## config.mk

```make
export PLATFORM = sky130hd
export DESIGN_NAME = lcd_sequencer
export DESIGN_NICKNAME = d
export VERILOG_FILES = /design/src/rtl/lcd_sequencer.sv
export SDC_FILE = /design/constraint.sdc
export NUM_CORES = 1
export LEC_CHECK = 0
export ABC_AREA = 1
export BUFFER_PORTS_ARGS = -buffer_cell sky130_fd_sc_hd__buf_2
export CORE_MARGIN = 2
export CORE_UTILIZATION = 51
export DETAILED_ROUTE_END_ITERATION = 6
export GPL_ROUTABILITY_DRIVEN = 0
export PLACE_DENSITY = 0.67
export SYNTH_ARGS = -nofsm -noshare
export SYNTH_HDL_FRONTEND = slang
export SYNTH_SLANG_ARGS = --single-unit
export TNS_END_PERCENT = 50
```

## constraint.sdc

```tcl
create_clock -name Clock -period 4.6 [get_ports Clock]
set_clock_uncertainty 0.2 [all_clocks]
set_input_delay 0.69 -clock Clock [delete_from_list [all_inputs] [get_ports Clock]]
set_output_delay 0.69 -clock Clock [all_outputs]
set_load 0.02 [all_outputs]
```

## src/rtl/lcd_sequencer.sv

```systemverilog
// lcd_sequencer
// Drives a character LCD controller: runs the power-on initialisation
// sequence, then forwards host bytes one at a time with the
// controller's setup/enable/hold timing and post-command delays.
//
// Ports
//    Clock      system clock, all logic on its rising edge
//    Reset      synchronous, active-low
//    Modo_OP    [1] two-line mode, [0] increment entry; captured once after reset
//    in_valid   host offers a byte
//    in_rs      register select of the offered byte (0 command, 1 data)
//    in_data    offered byte
//    in_ready   byte accepted on in_valid & in_ready
//    LCD_EN     enable strobe
//    LCD_RS     register select
//    LCD_RW     read/write select, always write
//    LCD_DADOS  data bus; in 4-bit mode only [7:4] carries data
//    idle       initialisation done and no transfer in progress
module lcd_sequencer #(
   parameter int CLK_FREQ_HZ = 50_000_000,
   parameter int BUS_WIDTH   = 8,
   parameter int EN_CYCLES   = 25,
   parameter int POWERUP_US  = 40000,
   parameter int CMD_US      = 50,
   parameter int CLEAR_US    = 2000,
   parameter int WAKE1_US    = 4100
) (
   input  logic       Clock,
   input  logic       Reset,
   input  logic [1:0] Modo_OP,
   input  logic       in_valid,
   input  logic       in_rs,
   input  logic [7:0] in_data,
   output logic       in_ready,
   output logic       LCD_EN,
   output logic       LCD_RS,
   output logic       LCD_RW,
   output logic [7:0] LCD_DADOS,
   output logic       idle
);

   localparam int   TICK_DIV = (CLK_FREQ_HZ / 1_000_000 < 1) ? 1 : CLK_FREQ_HZ / 1_000_000;
   localparam int   PRESC_W  = $clog2(TICK_DIV + 1);
   localparam int   EN_W     = $clog2(EN_CYCLES + 1);
   localparam logic FOUR_BIT = 1'(BUS_WIDTH == 4);

   typedef enum logic [3:0] {
      S_POWERUP, S_WAKE1, S_WAKE2, S_WAKE3, S_FUNC4, S_FUNC,
      S_DISP_OFF, S_CLEAR, S_ENTRY, S_DISP_ON, S_READY, S_XFER
   } state_t;

   typedef enum logic [1:0] {PH_SETUP, PH_PULSE, PH_HOLD, PH_WAIT} phase_t;

   state_t             state, state_nx;
   phase_t             phase, phase_nx;
   logic               low_nib, low_nib_nx;
   logic [EN_W-1:0]    en_cnt, en_cnt_nx;
   logic [31:0]        wait_cnt, wait_cnt_nx;
   logic [PRESC_W-1:0] presc;
   logic               tick;
   logic               xfer_rs, xfer_rs_nx;
   logic [7:0]         xfer_data, xfer_data_nx;
   logic [1:0]         modo;
   logic               modo_loaded;

   logic [7:0]  step_byte;
   logic        step_rs;
   logic [31:0] step_wait;
   logic        step_single;
   logic        last_strobe;
   logic [31:0] cur_wait;
   logic [7:0]  bus_value;
   logic        step_done;

   assign tick = (presc == PRESC_W'(TICK_DIV - 1));

   // Registers: FSM state, strobe phase, counters, prescaler and the
   // captured host byte. Modo_OP is taken once, on the first edge after
   // reset is released, and ignored from then on.
   always_ff @(posedge Clock) begin
      if (!Reset) begin
         state       <= S_POWERUP;
         phase       <= PH_WAIT;
         low_nib     <= 1'b0;
         en_cnt      <= '0;
         wait_cnt    <= '0;
         presc       <= '0;
         xfer_rs     <= 1'b0;
         xfer_data   <= 8'h00;
         modo        <= 2'b00;
         modo_loaded <= 1'b0;
      end else begin
         state     <= state_nx;
         phase     <= phase_nx;
         low_nib   <= low_nib_nx;
         en_cnt    <= en_cnt_nx;
         wait_cnt  <= wait_cnt_nx;
         presc     <= tick ? '0 : presc + PRESC_W'(1);
         xfer_rs   <= xfer_rs_nx;
         xfer_data <= xfer_data_nx;
         if (!modo_loaded) begin
            modo        <= Modo_OP;
            modo_loaded <= 1'b1;
         end
      end
   end

   // Step decode: what byte the current state sends, with which RS,
   // how long to wait afterwards, and whether it is a lone upper-nibble
   // strobe (wake-up and 4-bit switch commands).
   always_comb begin
      step_byte   = 8'h00;
      step_rs     = 1'b0;
      step_wait   = 32'(CMD_US);
      step_single = 1'b0;
      case (state)
         S_POWERUP: begin
            step_wait   = 32'(POWERUP_US);
            step_single = 1'b1;
         end
         S_WAKE1: begin
            step_byte   = 8'h30;
            step_wait   = 32'(WAKE1_US);
            step_single = 1'b1;
         end
         S_WAKE2: begin
            step_byte   = 8'h30;
            step_wait   = 32'd100;
            step_single = 1'b1;
         end
         S_WAKE3: begin
            step_byte   = 8'h30;
            step_single = 1'b1;
         end
         S_FUNC4: begin
            step_byte   = 8'h20;
            step_single = 1'b1;
         end
         S_FUNC:     step_byte = {3'b001, ~FOUR_BIT, modo[1], 3'b000};
         S_DISP_OFF: step_byte = 8'h08;
         S_CLEAR: begin
            step_byte = 8'h01;
            step_wait = 32'(CLEAR_US);
         end
         S_ENTRY:    step_byte = {6'b000001, modo[0], 1'b0};
         S_DISP_ON:  step_byte = 8'h0C;
         S_XFER: begin
            step_byte = xfer_data;
            step_rs   = xfer_rs;
            if (!xfer_rs && (xfer_data == 8'h01 || xfer_data == 8'h02 || xfer_data == 8'h03))
               step_wait = 32'(CLEAR_US);
         end
         default: ;
      endcase
   end

   // In 4-bit mode a full byte is two strobes; the 1 us gap follows the
   // high nibble and the step's own delay follows the low nibble only.
   assign last_strobe = step_single | ~FOUR_BIT | low_nib;
   assign cur_wait    = last_strobe ? step_wait : 32'd1;
   assign bus_value   = (!FOUR_BIT && !step_single) ? step_byte :
                        (low_nib ? {step_byte[3:0], 4'h0} : {step_byte[7:4], 4'h0});

   // Next-state logic: READY waits for a host byte, every other state
   // walks SETUP -> PULSE -> HOLD -> WAIT for each strobe, then advances
   // to the following init step (or back to READY after a transfer).
   always_comb begin
      state_nx     = state;
      phase_nx     = phase;
      low_nib_nx   = low_nib;
      en_cnt_nx    = en_cnt;
      wait_cnt_nx  = wait_cnt;
      xfer_rs_nx   = xfer_rs;
      xfer_data_nx = xfer_data;
      step_done    = 1'b0;
      if (state == S_READY) begin
         if (in_valid) begin
            xfer_rs_nx   = in_rs;
            xfer_data_nx = in_data;
            state_nx     = S_XFER;
            phase_nx     = PH_SETUP;
            low_nib_nx   = 1'b0;
         end
      end else begin
         case (phase)
            PH_SETUP: begin
               phase_nx  = PH_PULSE;
               en_cnt_nx = '0;
            end
            PH_PULSE: begin
               if (en_cnt == EN_W'(EN_CYCLES - 1))
                  phase_nx = PH_HOLD;
               else
                  en_cnt_nx = en_cnt + EN_W'(1);
            end
            PH_HOLD: begin
               phase_nx    = PH_WAIT;
               wait_cnt_nx = '0;
            end
            PH_WAIT: begin
               if (tick) begin
                  if (wait_cnt + 32'd1 >= cur_wait) begin
                     if (last_strobe) begin
                        step_done = 1'b1;
                     end else begin
                        low_nib_nx = 1'b1;
                        phase_nx   = PH_SETUP;
                     end
                  end else begin
                     wait_cnt_nx = wait_cnt + 32'd1;
                  end
               end
            end
         endcase
      end
      if (step_done) begin
         low_nib_nx  = 1'b0;
         phase_nx    = PH_SETUP;
         wait_cnt_nx = '0;
         en_cnt_nx   = '0;
         case (state)
            S_POWERUP:  state_nx = S_WAKE1;
            S_WAKE1:    state_nx = S_WAKE2;
            S_WAKE2:    state_nx = S_WAKE3;
            S_WAKE3:    state_nx = FOUR_BIT ? S_FUNC4 : S_FUNC;
            S_FUNC4:    state_nx = S_FUNC;
            S_FUNC:     state_nx = S_DISP_OFF;
            S_DISP_OFF: state_nx = S_CLEAR;
            S_CLEAR:    state_nx = S_ENTRY;
            S_ENTRY:    state_nx = S_DISP_ON;
            default:    state_nx = S_READY;
         endcase
      end
   end

   // Outputs: bus and RS are driven for the whole step so they are
   // stable from SETUP through HOLD; POWERUP and READY keep the bus at 0.
   always_comb begin
      LCD_RW    = 1'b0;
      in_ready  = (state == S_READY);
      idle      = (state == S_READY);
      LCD_EN    = 1'b0;
      LCD_RS    = 1'b0;
      LCD_DADOS = 8'h00;
      if (state != S_POWERUP && state != S_READY) begin
         LCD_EN    = (phase == PH_PULSE);
         LCD_RS    = step_rs;
         LCD_DADOS = bus_value;
      end
   end

endmodule
```

**Yosys cells after proc, flatten, opt, wreduce, memory -nomap -nowiden**

Memories as Yosys holds them, arrays and structs flattened. A register that Yosys moved wholly into a read port is not among the register bits.
Cells that the tools add are included.
Widths: inputs -> output; s select.

- Logic and storage cells: 92
- Latch bits: 0
- RAM bits: 0
- Memories kept: 1
- Register bits after elaboration: 61
- Input port bits: 14
- ROM bits: 64

- Reductions and logical operators: 21
- Equal/unequal tests: 26
- Div/mod/pow operators: 0
- $add $sub $neg: 3
- Multipliers: 0
- Muxes and demuxes: 29
- Bitwise logic cells: 2
- Shift-type cells: 0
- Magnitude comparators: 1

Memories:

| name | words | width | read ports | clocked after Yosys merged registers in | wr ports | line | RTL |
|---|---|---|---|---|---|---|---|
| (name not given) | 16 | 4 | 1 | 1 | 0 | 221 | `case (state)` |

Operators by type and width:

| kind | count |
|---|---|
| $pmux 16 s5 | 1 |
| $mux 32 | 2 |
| $pmux 32 s2 | 1 |
| $pmux 8 s8 | 1 |
| $add 32x1->32 const B | 1 |
| $ge 32x32->1 | 1 |
| $mux 4 | 6 |
| $eq 4x3->1 const B | 4 |
| $eq 4x4->1 const B | 4 |
| $eq 8x2->1 const B | 2 |
| $mux 11 | 1 |
| $pmux 5 s2 | 1 |
| $mux 1 | 9 |
| $eq 4x2->1 const B | 2 |
| $eq 8x1->1 const B | 1 |
| $mux 2 | 4 |
| $mux 8 | 1 |
| $ne 4x4->1 const B | 2 |
| $reduce_bool 2->1 | 4 |
| $add 6x1->6 const B | 1 |
| $eq 6x6->1 const B | 1 |
| $ne 2x2->1 const B | 3 |
| $pmux 2 s3 | 1 |
| $reduce_and 3->1 | 2 |
| other kinds (20) | 26 |

**Depth between registers and ports, before layout**

Gate-level depths: netlist of run 1.

- Depth in word-level cells: 15
- Gate-level depth with buffers: 27

**Least setup slack after synthesis of run 1**

OpenSTA, ideal clock, no wires.

- Kind: reg2reg
- From: register state[3]
- To: register (tool-made name)
- Slack: 1.361 ns
- Buffers on the path: 0
- Clock period less this slack: 3.239 ns
- Data required time: 4.287 ns
- Arrival: 2.927 ns
- Stages on the path, launching flop included: 25
- Path through: dfxtp_1 -> inv_1 -> nor2_1 -> inv_1 -> nor2_1 -> inv_1 -> o21ai_0 -> nor2_1 -> a21oi_1 -> ha_1 -> a21oi_1 -> nor3_1 -> nor2_1 -> nand3_1 -> nand2_1 -> nor2_1 -> nor2_1 -> nand3_2 -> nand3_4 -> inv_2 -> nand2_2 -> nand3_2 -> ha_1 -> nand2_1 -> nand2_1

RTL lines:

| item | line | RTL |
|---|---|---|
| from (decl) | 54 | `state_t state, state_nx;` |
| from (signal assigned) | 93 | `state <= state_nx;` |

**Worst setup path in the final report of run 1**

- From: register state[3]
- To: register en_cnt[2]

- Cells in the longest elaborated chain, start to end: 8
- Elaborated cells between the ends (all ways): 15
- Those cells by class: order compare (1); eq/ne (5); mux (5); bitwise (1); reduce/logical (3)

Ends and longest elaborated chain:

| item | line | RTL |
|---|---|---|
| $eq 4x4->1 (tied with other cells) | 116 | `case (state)` |
| $pmux 16 s5 | 116 |  |
| $ge 32x32->1 | 202 | `if (wait_cnt + 32'd1 >= cur_wait) begin` |
| $mux 1 | 202 |  |
| $mux 1 | 201 | `if (tick) begin` |
| $mux 1 | 185 | `case (phase)` |
| $mux 1 | 176 | `if (state == S_READY) begin` |
| $reduce_or 2->1 (no line) | n/a |  |
| to (signal assigned) | 96 | `en_cnt <= en_cnt_nx;` |
| to (decl) | 57 | `logic [EN_W-1:0] en_cnt, en_cnt_nx;` |

Several ways; a longest one is shown, not always the timed one.
A chain may end at the register's enable or synchronous reset.

==> results of run 1 <==
## critical path, delay by kind of cell, from the launching register on
family	cells	cell delay [ps]
and+or+nand+nor	13	1500
AOI/OAI and AO/OA	4	780
buffers and inverters	4	450
DFF	1	400
adders and majority gates	1	250
## power breakdown
| group | internal (uW) | switching (uW) | total (uW) |
|---|---|---|---|
| logic | 102 | 242 | 344 |
| registers | 598 | 32.3 | 630 |
| clock network | 333 | 227 | 560 |
| total | 1030 | 502 | 1530 |
## stage by stage
| stage | total power [uW] | std cells |
|---|---|---|
| 6_report | 1535 | 744 |
| 5_1_grt | 1620 | 744 |
| 4_1_cts | 1544 | 744 |
| 3_5_place_dp | 987.1 | 728 |
| 3_3_place_gp | 979.1 | 728 |
| 2_1_floorplan | 915.9 | 615 |
## sequential cells by signal, summed over array words and instances (netlist names), named ones only
register	count
state	4
xfer_rs	1
phase	2
xfer_data	8
modo_loaded	1
presc	6
modo	2
wait_cnt	32
en_cnt	5
## how the worst max path moves through the flow
stage,from,endpoint,slack (ps),cells past startpoint
after global placement,state[3],en_cnt[2],1010,22
after detailed placement,state[3],en_cnt[2],860,22
after CTS,state[3],en_cnt[2],860,22
after global routing,state[3],en_cnt[2],450,22
final,state[3],en_cnt[2],920,22
after floorplan,state[3],register,1360,24
## layout make-up
class | instances | area [sq um]
inverters | 84 | 316.6
flip-flops and latches | 65 | 1301
multi-input cells | 451 | 2389
well taps | 102 | 127.6
clock inverters | 5 | 77.57
clock buffers | 11 | 151.4
repair buffers | 26 | 132.6
fillers | 757 | 3232
## layer usage
metal  GRT usage, %  routed length [um]
met5              0                   0
met4          7.230                 112
met3          3.546                 466
met2          39.63                4536
met1          29.04                4241
## cells by family after synthesis
logic type / after synthesis / share of synthesized area [%]
AND/OR/NAND/NOR: 335 / 36.70
buffers and inverters: 99 / 9.651
AO/OA/AOI/OAI: 75 / 11.00
flip-flops: 65 / 31.86
adder cells (fa/ha/maj): 23 / 7.047
XOR/XNOR: 17 / 3.646
other: 1 / 0.09182
## layout by cell type (no fill, tap or decap), drive strengths merged, types with 5 or more instances in the layout
cell | Yosys | final
nand2 | 154 | 154
nor2 | 93 | 93
inv | 83 | 83
dfxtp | 65 | 65
nand3 | 49 | 49
a21oi | 37 | 37
buf | 8 | 26
nor3 | 24 | 24
ha | 23 | 23
o21ai | 21 | 21
xor2 | 14 | 14
clkbuf | 7 | 11
nand4 | 9 | 9
a211oi | 7 | 7
o211ai | 5 | 5
==> results.py, run 1 <==
metrics = {
    "layout": {
        "nNetsFinal": 674,
        "drive_gt1_share_pct": 12.62,
        "antenna_cells": 0,
        "fin_area_sq_um": 4496,
        "area.growth.synth_to_final_pct": 10.08,
        "finish.utilization_pct": 58.18,
    },
    "floorplan": {
        "core_area_sq_um": 7727,
        "die_w_um": 93.49,
        "dieArea_sq_um": 8739,
        "placementRows": 32,
        "start_util_pct": 52.85,
        "die_h_um": 93.49,
        "pin_count": 27,
    },
    "synthesis": {
        "syn_nets": 652,
        "synth_top_area_share_pct": 31.86,
        "synth_edf_count": 0,
        "yosys-top-cells-area": "dfxtp_1, nand2_1, nor2_1, inv_1, ha_1",
        "yosysTopAreaCell": "dfxtp_1",
        "synth.most_common_cell": "nand2_1",
        "yosys_warnings": 0,
        "async_reset_ff_share_pct": 0,
        "yosys_most_used_dff": "dfxtp_1",
        "synthDistinctLibCells": 41,
        "ys_seq_elements": 65,
        "ys_seq_area_share_pct": 31.86,
        "synthesis.area_sq_um": 4084,
        "avgSynthCellArea_sq_um": 6.641,
        "synth_cells": 615,
        "synth_common_cells": "nand2_1, nor2_1, inv_1, dfxtp_1, nand3_1",
    },
    "detailed_routing": {
        "ant_nets": 0,
        "dr.first_iter.drc_count": 190,
        "wl_per_cell_um": 12.58,
        "route.detailed.drc": 0,
        "dr.pass1.iters": 4,
        "drt-total-wl_um": 9357,
        "viasPerCell": 5.175,
        "vias": 3850,
    },
    "placement": {
        "place_ws_ps": 860.1,
        "placed_area_sq_um": 4267,
        "dp_hpwl_um": 7095,
        "portBuffers": 25,
    },
    "clock_network": {
        "postCtsHoldBufs": 0,
        "ctsResizeCount": 0,
        "tritoncts": "yes",
        "clk_pin_slew_worst_paths_ps": 70,
        "cts_sinks": 65,
        "clock_path_buffers": 2,
        "htreeDepth": 3,
        "cts_buffers": 9,
        "insertion_delay_ps": 340,
        "post_cts_buffers": 0,
        "clockRootBuffer": "clkbuf_8",
    },
    "setup_path": {
        "crit_path_end_kind": "register",
        "cp_common_cell": "nor2_1",
        "cp-start-kind": "register",
        "crit_type": "register to register",
        "slowest_delay_ps": 400,
        "cpMaxStageDelayCell": "dfxtp_1",
        "path_cells": "inv_1, nor2_1, inv_1, nor2_1, inv_1, o21ai_0, nor2_1, a21oi_1, ha_1, a21oi_1, nor3_1, nor2_1, nand3_1, nand2_1, nor2_1, nor2_1, nand3_2, nand3_4, nand2_4, inv_2, o21ai_1, nor3b_2",
        "r2r_end": "en_cnt[2]",
        "r2r-start": "state[3]",
        "worstPathArrival_ps": 3750,
        "reg2reg_slack_ps": 920,
        "crit_fanout": 33,
        "required_ps": 4670,
        "r2r_cells": 22,
    },
    "timing": {
        "setup_viol": 0,
        "fin_setup_tns_ps": 0,
        "finalCritPeriodShare_pct": 79.99,
        "min_period_ps": 3679,
        "max_freq_ghz": 0.2718,
        "tightest_slew_ps": 699.3,
        "hold_viol": 0,
        "drv_slew": 0,
        "grt_setup_unrepaired": "no",
        "setup_slack_ps": 920.6,
        "worst_hold_slack_ps": 265.2,
        "relSlewSlack_pct": 53.38,
    },
    "power": {
        "pwr_density_cell_nw_per_um2": 341.4,
        "p_leak_uw": 0.001914,
        "ir_worst_vdd_v": 0.0002930,
    },
    "outcome": {
        "status": "finished, final reports clean",
    },
    "global_route": {
        "antenna_found_initial": 0,
        "grt_remaining_overflow": 0,
        "grt_pass1_vias": 3528,
        "grtUsageTotal_pct": 22.87,
        "grt_max_degree": 34,
        "grt_pass1_wl_um": 15900,
    },
    "hold_path": {
        "hold_depth": 2,
        "hold_end": "xfer_data[1]",
        "hold_class": "register to register",
        "min-delay-start": "xfer_data[1]",
    },
    "run": {
        "cap_viol_max_count": 0,
    },
}
Power figures use the tool's default switching activity.
==> run 2: changes to the inputs <==
==> constraint.sdc (replaced) <==
create_clock -name Clock -period 3.56 [get_ports Clock]
set_clock_uncertainty 0.2 [all_clocks]
set_input_delay 0.534 -clock Clock [delete_from_list [all_inputs] [get_ports Clock]]
set_output_delay 0.534 -clock Clock [all_outputs]
set_load 0.02 [all_outputs]
==> run 2 against run 1 <==
Compared with the run above:
- clock power rose by 31%
- via count rose by 2.8%
- sequential share of layout area down 1.3 points
- global-route usage is 0.92 points higher
- largest power group unchanged
- utilization rose by 3.0 points
- register-to-register slack worse by 690 ps
- critical path depth down 2
==> results.py, run 2 (synthesized netlist as in run 1, its figures left out) <==
metrics = {
    "outcome": {
        "status": "finished, final reports clean",
    },
    "detailed_routing": {
        "dr.pass1.iters": 4,
        "vias": 3957,
        "dr.first_iter.drc_count": 157,
        "drt-total-wl_um": 9955,
        "route.detailed.drc": 0,
        "viasPerCell": 5.220,
        "ant_nets": 0,
        "wl_per_cell_um": 13.13,
    },
    "floorplan": {
        "placementRows": 32,
        "start_util_pct": 52.85,
        "die_h_um": 93.49,
        "dieArea_sq_um": 8739,
        "core_area_sq_um": 7727,
        "pin_count": 27,
        "die_w_um": 93.49,
    },
    "layout": {
        "final_cell_mix": "nand2_1, inv_1, nor2_1",
        "area.growth.synth_to_final_pct": 15.75,
        "final_common_cell": "nand2_1",
        "nNetsFinal": 688,
        "antenna_cells": 0,
        "area.sequential_sq_um": 1305,
        "fin_area_sq_um": 4727,
        "reg.largest.list": "wait_cnt x32, xfer_data x8, presc x6",
        "largest_register": "wait_cnt",
        "fillers": 726,
        "largest_reg_flops": 32,
        "multiInputGateArea_sq_um": 2505,
        "drive_gt1_share_pct": 17.38,
    },
    "global_route": {
        "antenna_found_initial": 0,
        "grtUsageTotal_pct": 23.79,
        "grt_use_met2_pct": 42.15,
        "busiest_layer": "met2",
        "grtUsageMet3_pct": 3.546,
        "use_met1_pct": 29.25,
        "grt_max_degree": 33,
        "grt_remaining_overflow": 0,
        "grt_pass1_wl_um": 16770,
        "grt_pass1_vias": 3747,
    },
    "hold_path": {
        "hold_end": "xfer_data[3]",
        "hold_class": "register to register",
        "min-delay-start": "xfer_data[3]",
        "hold_depth": 2,
    },
    "run": {
        "cap_viol_max_count": 0,
    },
    "power": {
        "power.total_uw": 2012,
        "pwr_density_cell_nw_per_um2": 425.6,
        "intPower_uw": 1347,
        "comb_power_share_pct": 23.0,
        "p_sw_uw": 665.1,
        "p_leak_uw": 0.002010,
        "pwr-share-seq_pct": 40.7,
        "ir_worst_vdd_v": 0.0002194,
        "netSwitchingFraction_pct": 33.06,
        "pwr-share-clk_pct": 36.3,
    },
    "clock_network": {
        "insertion_delay_ps": 340,
        "cts_buffers": 9,
        "cts_sinks": 65,
        "htreeDepth": 3,
        "postCtsHoldBufs": 0,
        "clock_path_buffers": 2,
        "tritoncts": "yes",
        "clockRootBuffer": "clkbuf_8",
        "clk_pin_slew_worst_paths_ps": 80,
    },
    "timing": {
        "max_freq_ghz": 0.3006,
        "tightest_slew_ps": 641.2,
        "setup_slack_ps": 233.6,
        "finalCritPeriodShare_pct": 93.44,
        "worst_hold_slack_ps": 266.6,
        "drv_slew": 0,
        "setup_viol": 0,
        "min_period_ps": 3326,
        "hold_viol": 0,
        "grt_setup_unrepaired": "yes",
        "relSlewSlack_pct": 57.10,
        "fin_setup_tns_ps": 0,
    },
    "placement": {
        "placed_area_sq_um": 4342,
        "dp_hpwl_um": 7329,
        "portBuffers": 25,
        "place_ws_ps": 0.8580,
    },
    "setup_path": {
        "cpMaxStageDelayCell": "dfxtp_1",
        "required_ps": 3590,
        "cp_common_cell": "nand2_1",
        "path_cells": "nand2_1, nor2_4, inv_2, nor2_4, xor2_1, inv_1, ha_1, a21oi_1, o21ai_0, nand4_1, nand3_1, nor2_1, nand3_2, nand3_4, inv_2, nand2_2, nand3_4, ha_1, nand2_1, nand2_1",
        "crit_path_end_kind": "register",
        "crit_fanout": 8,
        "cp-start-kind": "register",
        "crit_type": "register to register",
        "reg2reg_slack_ps": 230,
        "r2r_cells": 20,
        "worstPathArrival_ps": 3360,
        "r2r-start": "wait_cnt[9]",
        "slowest_delay_ps": 440,
    },
}
-- run 2: how the worst max path moves through the flow --
stage                            start       end  slack (ps)  depth (start not counted)
after floorplan               state[3]  register         320                         24
after global placement        state[3]  register         160                         24
after detailed placement      state[3]  register         0.9                         24
after CTS                  wait_cnt[0]  register         110                         20
after global routing      xfer_data[6]  register        -120                         23
final                      wait_cnt[9]  register         230                         20
-- run 2: area by class of cell --
class / count / area share [%]
Sequential cell: 65 / 27.61
Timing Repair Buffer: 40 / 5.109
Clock buffer: 12 / 3.282
Tap cell: 102 / 2.700
Clock inverter: 4 / 1.588
Inverter: 84 / 6.723
Multi-Input combinational cell: 451 / 52.99
-- run 2: stage by stage --
stage                     cells  util (%)
final                       758     61.17
after global routing        758     61.17
after CTS                   754     59.16
after detailed placement    738     56.19
after global placement      738     56.19
after floorplan             615         -
-- run 2: power groups by stage --
stage | registers, uW | clock network (uW) | logic (uW)
finish | 818 | 731 | 463
global route | 825 | 771 | 520
CTS | 815 | 734 | 458
detailed placement | 832 | 0 | 456
global placement | 831 | 0 | 444
floorplan | 821 | 0 | 363
-- run 2: worst max-delay path, delay by kind of cell, from the launching register on --
kind            cells  cell delay (ps)
compound gates      2              220
buf+inv             3              200
xor+xnor            1              160
flops               1              440
fa+ha+maj           2              600
simple gates       12             1380
-- run 2: routing by layer --
metal	up-vias	wire length, um
li1	2042	-
met1	1801	4448
met2	92	4836
met3	22	429
met4	0	240
met5	-	0
-- run 2: timing repair --
action                     4_1_cts  5_1_grt
setup endpoints to repair        1       39
gates resized for setup          1       29
gates cloned                     0        0
setup buffers                    0        4
pin swaps                        0       10
